**src/rtl/osd_pkg.sv**
```systemverilog
// OSD command encoding shared by the command transmitter and the OSD receiver.
package osd_pkg;

  typedef enum logic [2:0] {
    OP_DISABLE = 3'd0,
    OP_ENABLE  = 3'd1,
    OP_COLOR   = 3'd2,
    OP_SIZE    = 3'd3,
    OP_WRITE   = 3'd4
  } osd_op_e;

  localparam logic [7:0] CB_WRITE   = 8'h20;
  localparam logic [7:0] CB_DISABLE = 8'h40;
  localparam logic [7:0] CB_ENABLE  = 8'h41;
  localparam logic [7:0] CB_COLOR   = 8'h80;
  localparam logic [7:0] CB_SIZE    = 8'hC0;
  localparam int         INFO_SHIFT = 2;
  localparam logic [9:0] MAX_LEN    = 10'd512;
  localparam logic [9:0] INFO_WORDS = 10'd5;

  function automatic logic op_legal(input logic [2:0] op);
    return op <= 3'd4;
  endfunction

  // a carries the low argument bits; each op uses only its own field
  function automatic logic [7:0] cmd_byte(input osd_op_e op, input logic [5:0] a);
    case (op)
      OP_ENABLE: cmd_byte = CB_ENABLE | ({7'd0, a[0]} << INFO_SHIFT);
      OP_COLOR:  cmd_byte = CB_COLOR  | {2'd0, a};
      OP_SIZE:   cmd_byte = CB_SIZE   | {5'd0, a[2:0]};
      OP_WRITE:  cmd_byte = CB_WRITE  | {3'd0, a[4:0]};
      default:   cmd_byte = CB_DISABLE;
    endcase
  endfunction

endpackage

```
**src/rtl/osd_cmd_tx.sv**
```systemverilog
// Serialises OSD commands into io_osd-framed 16-bit words clocked out by io_strobe.
module osd_cmd_tx
  import osd_pkg::*;
#(
  parameter int STROBE_HI = 2,
  parameter int STROBE_LO = 2,
  parameter int GAP       = 2
) (
  input  logic        clk_sys,
  input  logic        reset,
  input  logic        cmd_valid,
  output logic        cmd_ready,
  input  logic [2:0]  cmd_op,
  input  logic [7:0]  cmd_arg,
  input  logic [9:0]  cmd_len,
  input  logic [11:0] info_x,
  input  logic [11:0] info_y,
  input  logic [5:0]  info_w,
  input  logic [5:0]  info_h,
  input  logic [1:0]  info_rot,
  output logic [8:0]  rd_addr,
  output logic        rd_en,
  input  logic [7:0]  rd_data,
  output logic        io_osd,
  output logic        io_strobe,
  output logic [15:0] io_din,
  output logic        busy
);

  localparam int MAXC = (STROBE_HI > STROBE_LO) ? ((STROBE_HI > GAP) ? STROBE_HI : GAP)
                                                : ((STROBE_LO > GAP) ? STROBE_LO : GAP);
  localparam int CW = $clog2(MAXC);

  typedef enum logic [2:0] {S_IDLE, S_SETUP, S_STB_HI, S_STB_LO, S_GAP} state_e;

  state_e        state_q, state_d;
  logic [CW-1:0] tcnt_q, tcnt_d;
  logic [9:0]    word_q, word_d, pay_q, pay_d;
  osd_op_e       op_q, op_d, op_in;
  logic [11:0]   x_q, x_d, y_q, y_d;
  logic [5:0]    w_q, w_d, h_q, h_d;
  logic [1:0]    rot_q, rot_d;
  logic [15:0]   din_q, din_d, pay_word;
  logic          rdy_q, rdy_d;
  logic          accept, more;
  logic          unused_arg;

  assign unused_arg = ^cmd_arg[7:6];

  always_ff @(posedge clk_sys or posedge reset) begin
    if (reset) begin
      state_q <= S_IDLE;
      tcnt_q  <= '0;
      word_q  <= '0;
      pay_q   <= '0;
      op_q    <= OP_DISABLE;
      x_q     <= '0;
      y_q     <= '0;
      w_q     <= '0;
      h_q     <= '0;
      rot_q   <= '0;
      din_q   <= '0;
      rdy_q   <= 1'b0;
    end else begin
      state_q <= state_d;
      tcnt_q  <= tcnt_d;
      word_q  <= word_d;
      pay_q   <= pay_d;
      op_q    <= op_d;
      x_q     <= x_d;
      y_q     <= y_d;
      w_q     <= w_d;
      h_q     <= h_d;
      rot_q   <= rot_d;
      din_q   <= din_d;
      rdy_q   <= rdy_d;
    end
  end

  always_comb begin
    state_d  = state_q;
    tcnt_d   = tcnt_q;
    word_d   = word_q;
    pay_d    = pay_q;
    op_d     = op_q;
    x_d      = x_q;
    y_d      = y_q;
    w_d      = w_q;
    h_d      = h_q;
    rot_d    = rot_q;
    din_d    = din_q;
    op_in    = osd_op_e'(cmd_op);
    accept   = cmd_valid & rdy_q;
    more     = word_q < pay_q;
    // word_q is the word on the wire, so it also indexes the next payload item
    case (word_q[2:0])
      3'd0:    pay_word = {4'd0, x_q};
      3'd1:    pay_word = {4'd0, y_q};
      3'd2:    pay_word = {10'd0, w_q};
      3'd3:    pay_word = {10'd0, h_q};
      default: pay_word = {14'd0, rot_q};
    endcase
    if (op_q == OP_WRITE) pay_word = {8'h00, rd_data};

    case (state_q)
      S_IDLE: begin
        if (accept && op_legal(cmd_op)) begin
          state_d = S_SETUP;
          op_d    = op_in;
          x_d     = info_x;
          y_d     = info_y;
          w_d     = info_w;
          h_d     = info_h;
          rot_d   = info_rot;
          word_d  = '0;
          tcnt_d  = '0;
          din_d   = {8'h00, cmd_byte(op_in, cmd_arg[5:0])};
          case (op_in)
            OP_ENABLE: pay_d = cmd_arg[0] ? INFO_WORDS : 10'd0;
            OP_WRITE:  pay_d = (cmd_len > MAX_LEN) ? MAX_LEN : cmd_len;
            default:   pay_d = 10'd0;
          endcase
        end
      end
      S_SETUP: begin
        state_d = S_STB_HI;
        tcnt_d  = '0;
      end
      S_STB_HI: begin
        if (tcnt_q == CW'(STROBE_HI - 1)) begin
          state_d = S_STB_LO;
          tcnt_d  = '0;
        end else begin
          tcnt_d = tcnt_q + 1'b1;
        end
      end
      S_STB_LO: begin
        // next word lands after the first low cycle, when a fetched byte is valid
        if (tcnt_q == '0 && more) din_d = pay_word;
        if (tcnt_q == CW'(STROBE_LO - 1)) begin
          tcnt_d = '0;
          if (more) begin
            state_d = S_STB_HI;
            word_d  = word_q + 10'd1;
          end else begin
            state_d = S_GAP;
          end
        end else begin
          tcnt_d = tcnt_q + 1'b1;
        end
      end
      S_GAP: begin
        if (tcnt_q == CW'(GAP - 1)) begin
          state_d = S_IDLE;
          tcnt_d  = '0;
        end else begin
          tcnt_d = tcnt_q + 1'b1;
        end
      end
      default: state_d = S_IDLE;
    endcase
    // an accepted illegal op still costs one not-ready cycle
    rdy_d = (state_d == S_IDLE) && !accept;
  end

  assign cmd_ready = rdy_q;
  assign busy      = state_q != S_IDLE;
  assign io_osd    = (state_q == S_SETUP) || (state_q == S_STB_HI) || (state_q == S_STB_LO);
  assign io_strobe = state_q == S_STB_HI;
  assign io_din    = din_q;
  assign rd_addr   = word_q[8:0];
  assign rd_en     = (state_q == S_STB_HI) && (tcnt_q == CW'(STROBE_HI - 1)) &&
                     (op_q == OP_WRITE) && more;

endmodule

```
**config.mk**
```make
export PLATFORM = sky130hd
export DESIGN_NAME = osd_cmd_tx
export DESIGN_NICKNAME = d
export VERILOG_FILES = /design/src/rtl/osd_pkg.sv /design/src/rtl/osd_cmd_tx.sv
export SDC_FILE = /design/constraint.sdc
export NUM_CORES = 1
export LEC_CHECK = 0
export BUFFER_PORTS_ARGS = -buffer_cell sky130_fd_sc_hd__buf_2
export CAP_MARGIN = 20
export CORE_MARGIN = 4
export CORE_UTILIZATION = 40
export DETAILED_ROUTE_END_ITERATION = 6
export GPL_TIMING_DRIVEN = 0
export MAX_ROUTING_LAYER = met4
export PLACE_DENSITY_LB_ADDON = 0.12
export SLEW_MARGIN = 0
export SYNTH_ARGS = -nofsm -noshare
export SYNTH_HDL_FRONTEND = slang
export SYNTH_SLANG_ARGS = --single-unit
```
**constraint.sdc**
```tcl
create_clock -name clk_sys -period 5.7 [get_ports clk_sys]
set_input_delay 1.14 -clock clk_sys [delete_from_list [all_inputs] [get_ports clk_sys]]
set_output_delay 1.14 -clock clk_sys [all_outputs]
set_load 0.02 [all_outputs]
```
==> results.sh <==
export IMPL_status="completed"
export IMPL_avgViaCountPerCell=5.04
export IMPL_cp_slowest_cell="o31ai_2"
export IMPL_min_period_ps=3830
export IMPL_cts_root_buf="clkbuf_8"
export IMPL_grt_overflow_total=0
export IMPL_worst_path_buf_inv=2
export IMPL_clk_path_buf_depth=2
export IMPL_cp_arrival_ps=2690
export IMPL_vdd_drop_max_uv=200
export IMPL_grt_pass1_wl_um=17200
export IMPL_post_synth_top_count_cell="nand2_1"
export IMPL_hold_viol_final=0
export IMPL_cp_start_kind="flop"
export IMPL_synth_seq_cells=78
export IMPL_drt_iter0_markers=197
export IMPL_criticalPathCategory="reg2out"
export IMPL_rsz0062_at_grt="false"
export IMPL_fmax_mhz=261
export IMPL_yosysWarnings=0
export IMPL_port_buffer_count=91
export IMPL_synth_edf_count=0
export IMPL_async_flop_share_pct=100
export IMPL_r2r_slack_ps=2980
export IMPL_gp_congestion=0.878
export IMPL_finClkSkew_ps=11.7
export IMPL_synth_ff_type="dfrtp_1"
export IMPL_ioPinCount=100
export IMPL_num_antenna_cells=0
export IMPL_worstHoldPathType="reg2reg"
export IMPL_r2r_cells=8
export IMPL_routed_wl_um=10800
export IMPL_fp_dieW_um=110
export IMPL_nFillCells=971
export IMPL_ys_types=51
export IMPL_clk_pin_slew_ps=90
export IMPL_yosys_top_cells_area="dfrtp_1, nand2_1, ha_1"
export IMPL_holdBufCountCts=0
export IMPL_path_delay_family="buffers and inverters"
export IMPL_r2r_end="io_din[3]$_DFFE_PP0P_"
export IMPL_finalSetupViolCount=0
export IMPL_cts_num_sinks=78
export IMPL_clock_latency_ps=350
export IMPL_multi_input_area_um2=1920
export IMPL_avgSynthCellArea_um2=9.03
export IMPL_cap_violations=0
export IMPL_synth_area_leader_cell="dfrtp_1"
export IMPL_synth_area_um2=4130
export IMPL_layout_drive_gt1_share_pct=26.2
export IMPL_place_hpwl_um=8230
export IMPL_area_delta_synth_final_pct=21.0
export IMPL_worst_pin_slew_ps=950
export IMPL_cts_tree="done"
export IMPL_die_height_um=110
export IMPL_dr_pass1_iters=6
export IMPL_yosys_area_top_type_share_pct=47.3
export IMPL_crit_end="rd_en"
export IMPL_slew_viol_final=0
export IMPL_critPathMaxFanout=10
export IMPL_cts_repair_resize_count=0
export IMPL_antenna_found_initial=0
export IMPL_path_cells="ha_1, nand4_1, o31ai_2, clkbuf_1, nor2_1, and4_1, buf_2"
export IMPL_numCtsBuffers=9
export IMPL_p_leak_nw=2.55
export IMPL_grt_pass1_vias=3367
export IMPL_fin_ws_ps=1870
export IMPL_regToRegStartpoint="word_q[1]$_DFFE_PP0P_"
export IMPL_crit_start="word_q[8]$_DFFE_PP0P_"
export IMPL_yosys_top_cells_count="nand2_1, dfrtp_1, o21ai_0, a21oi_1, nor2_1"
export IMPL_post_drt_wl_per_cell_um=15.5
export IMPL_ys_seq_area_share_pct=47.3
export IMPL_path_depth=7
export IMPL_critPathMaxStageDelay_ps=520
export IMPL_placeableCoreArea_um2=9910
export IMPL_power_density_nw_per_um2=518
export IMPL_start_util_pct=41.6
export IMPL_dp_slack_ps=2260
export IMPL_num_vias=3536
export IMPL_post_cts_repair_setup_buffers=0
export IMPL_relSlewSlack_pct=35.8
export IMPL_rows=36
export IMPL_drc=0
export IMPL_postRouteAntennaNets=0
export IMPL_die_area_um2=12000
export IMPL_finalSetupTns_ps=0
export IMPL_grt_usage_pct=19.1
export IMPL_cts_max_level=3
export IMPL_regArea_um2=1950
export IMPL_grt_max_degree=51
export IMPL_required_ps=4560
export IMPL_final_nets=647
export IMPL_period_share_pct=67.3
export IMPL_crit_path_end_kind="output port"
export IMPL_netlist_instances=457
stage by stage:
| stage | instance area [um2] | instances | hold slack [ps] | utilization, % | total power [mW] |
|---|---|---|---|---|---|
| final | 4990 | 701 | 479 | 50.4 | 2.58 |
| after global routing | 4990 | 701 | 495 | 50.4 | 2.79 |
| after CTS | 4990 | 701 | 475 | 50.4 | 2.60 |
| after detailed placement | 4790 | 685 | 458 | 48.3 | 2.16 |
| after global placement | 4760 | 684 | 455 | 48.0 | 2.13 |
| after floorplan | 4140 | 460 | 440 | - | 1.81 |
sequential cells by signal, summed over array words and instances, names as in the netlist:
| name | flops |
|---|---|
| w_q | 6 |
| y_q | 12 |
| word_q | 10 |
| state_q | 3 |
| io_din | 12 |
| pay_q | 10 |
| tcnt_q | 1 |
| cmd_ready | 1 |
| op_q | 3 |
| x_q | 12 |
| h_q | 6 |
| rot_q | 2 |
cell type report:
type / instances / area share [%]
multi-input combinational: 329 / 38.5
tap: 133 / 3.33
clock buffer: 9 / 2.48
sequential: 78 / 39.1
timing repair buffer: 92 / 9.67
clock inverter: 7 / 1.60
buffer: 37 / 4.09
inverter: 16 / 1.25
worst min-delay path by stage:
stage / start / to / slack [ps] / cells after the start
2_1_floorplan: rot_q[0]$_DFFE_PP0P_ / rot_q[0]$_DFFE_PP0P_ / 440 / 2
4_1_cts: cmd_ready$_DFF_PP0_ / cmd_ready$_DFF_PP0_ / 480 / 1
5_1_grt: cmd_ready$_DFF_PP0_ / cmd_ready$_DFF_PP0_ / 500 / 1
6_report: rot_q[1]$_DFFE_PP0P_ / rot_q[1]$_DFFE_PP0P_ / 480 / 2
3_3_place_gp: cmd_ready$_DFF_PP0_ / cmd_ready$_DFF_PP0_ / 460 / 1
3_5_place_dp: rot_q[1]$_DFFE_PP0P_ / rot_q[1]$_DFFE_PP0P_ / 460 / 2
kinds of logic after synthesis:
kind of cell,Yosys count,synth area share [%]
compound gates,82,13.3
fa+ha+maj,14,4.25
flops,78,47.3
mux,17,5.43
xor+xnor,2,0.425
other cells,1,0.0909
buf+inv,53,6.40
simple gates,210,22.8
per-layer routing:
metal	global-route usage, %	routed length [um]
met2	27.9	4740
met1	27.8	5290
met4	5.34	129
met5	-	0
met3	2.82	683
tightest hold or removal path: cells and delay by family (launching register included):
kind             cells  cell delay, ps
and+or+nand+nor      2             110
DFF                  1             350
placed cells by master, fill, tap and decap left out, types with 2 or more instances in the layout:
| master | Yosys | final |
|---|---|---|
| mux2_4 | 10 | 10 |
| a22oi_1 | 8 | 8 |
| nor3_1 | 7 | 7 |
| nor4_1 | 2 | 2 |
| a21oi_1 | 20 | 20 |
| mux2_2 | 3 | 3 |
| buf_1 | 2 | 2 |
| ha_1 | 14 | 14 |
| a222oi_1 | 6 | 6 |
| o211a_1 | 3 | 3 |
| clkbuf_8 | 0 | 9 |
| inv_1 | 16 | 15 |
| o21ai_0 | 21 | 21 |
| buf_2 | 7 | 98 |
| inv_6 | 0 | 2 |
| or3b_2 | 2 | 2 |
| and3_1 | 3 | 3 |
| clkbuf_1 | 14 | 14 |
| o211ai_1 | 3 | 3 |
| o21a_1 | 3 | 3 |
| conb_1 | 1 | 4 |
| nor3b_1 | 3 | 3 |
| buf_4 | 13 | 13 |
| nand2b_1 | 2 | 2 |
| nor2_1 | 17 | 17 |
| dfrtp_1 | 78 | 78 |
| nand2_1 | 142 | 142 |
| mux2i_1 | 4 | 4 |
| a211oi_1 | 4 | 4 |
| nand3_1 | 14 | 14 |
| o31ai_1 | 5 | 5 |
| nand4_1 | 4 | 4 |
| or4_1 | 6 | 6 |
where the power goes:
part | total [mW] | switching (mW) | internal [mW]
logic | 1.17 | 0.681 | 0.490
clock network | 0.433 | 0.224 | 0.209
registers | 0.979 | 0.171 | 0.808
total | 2.58 | 1.08 | 1.51
(Power assumes the default switching activity.)
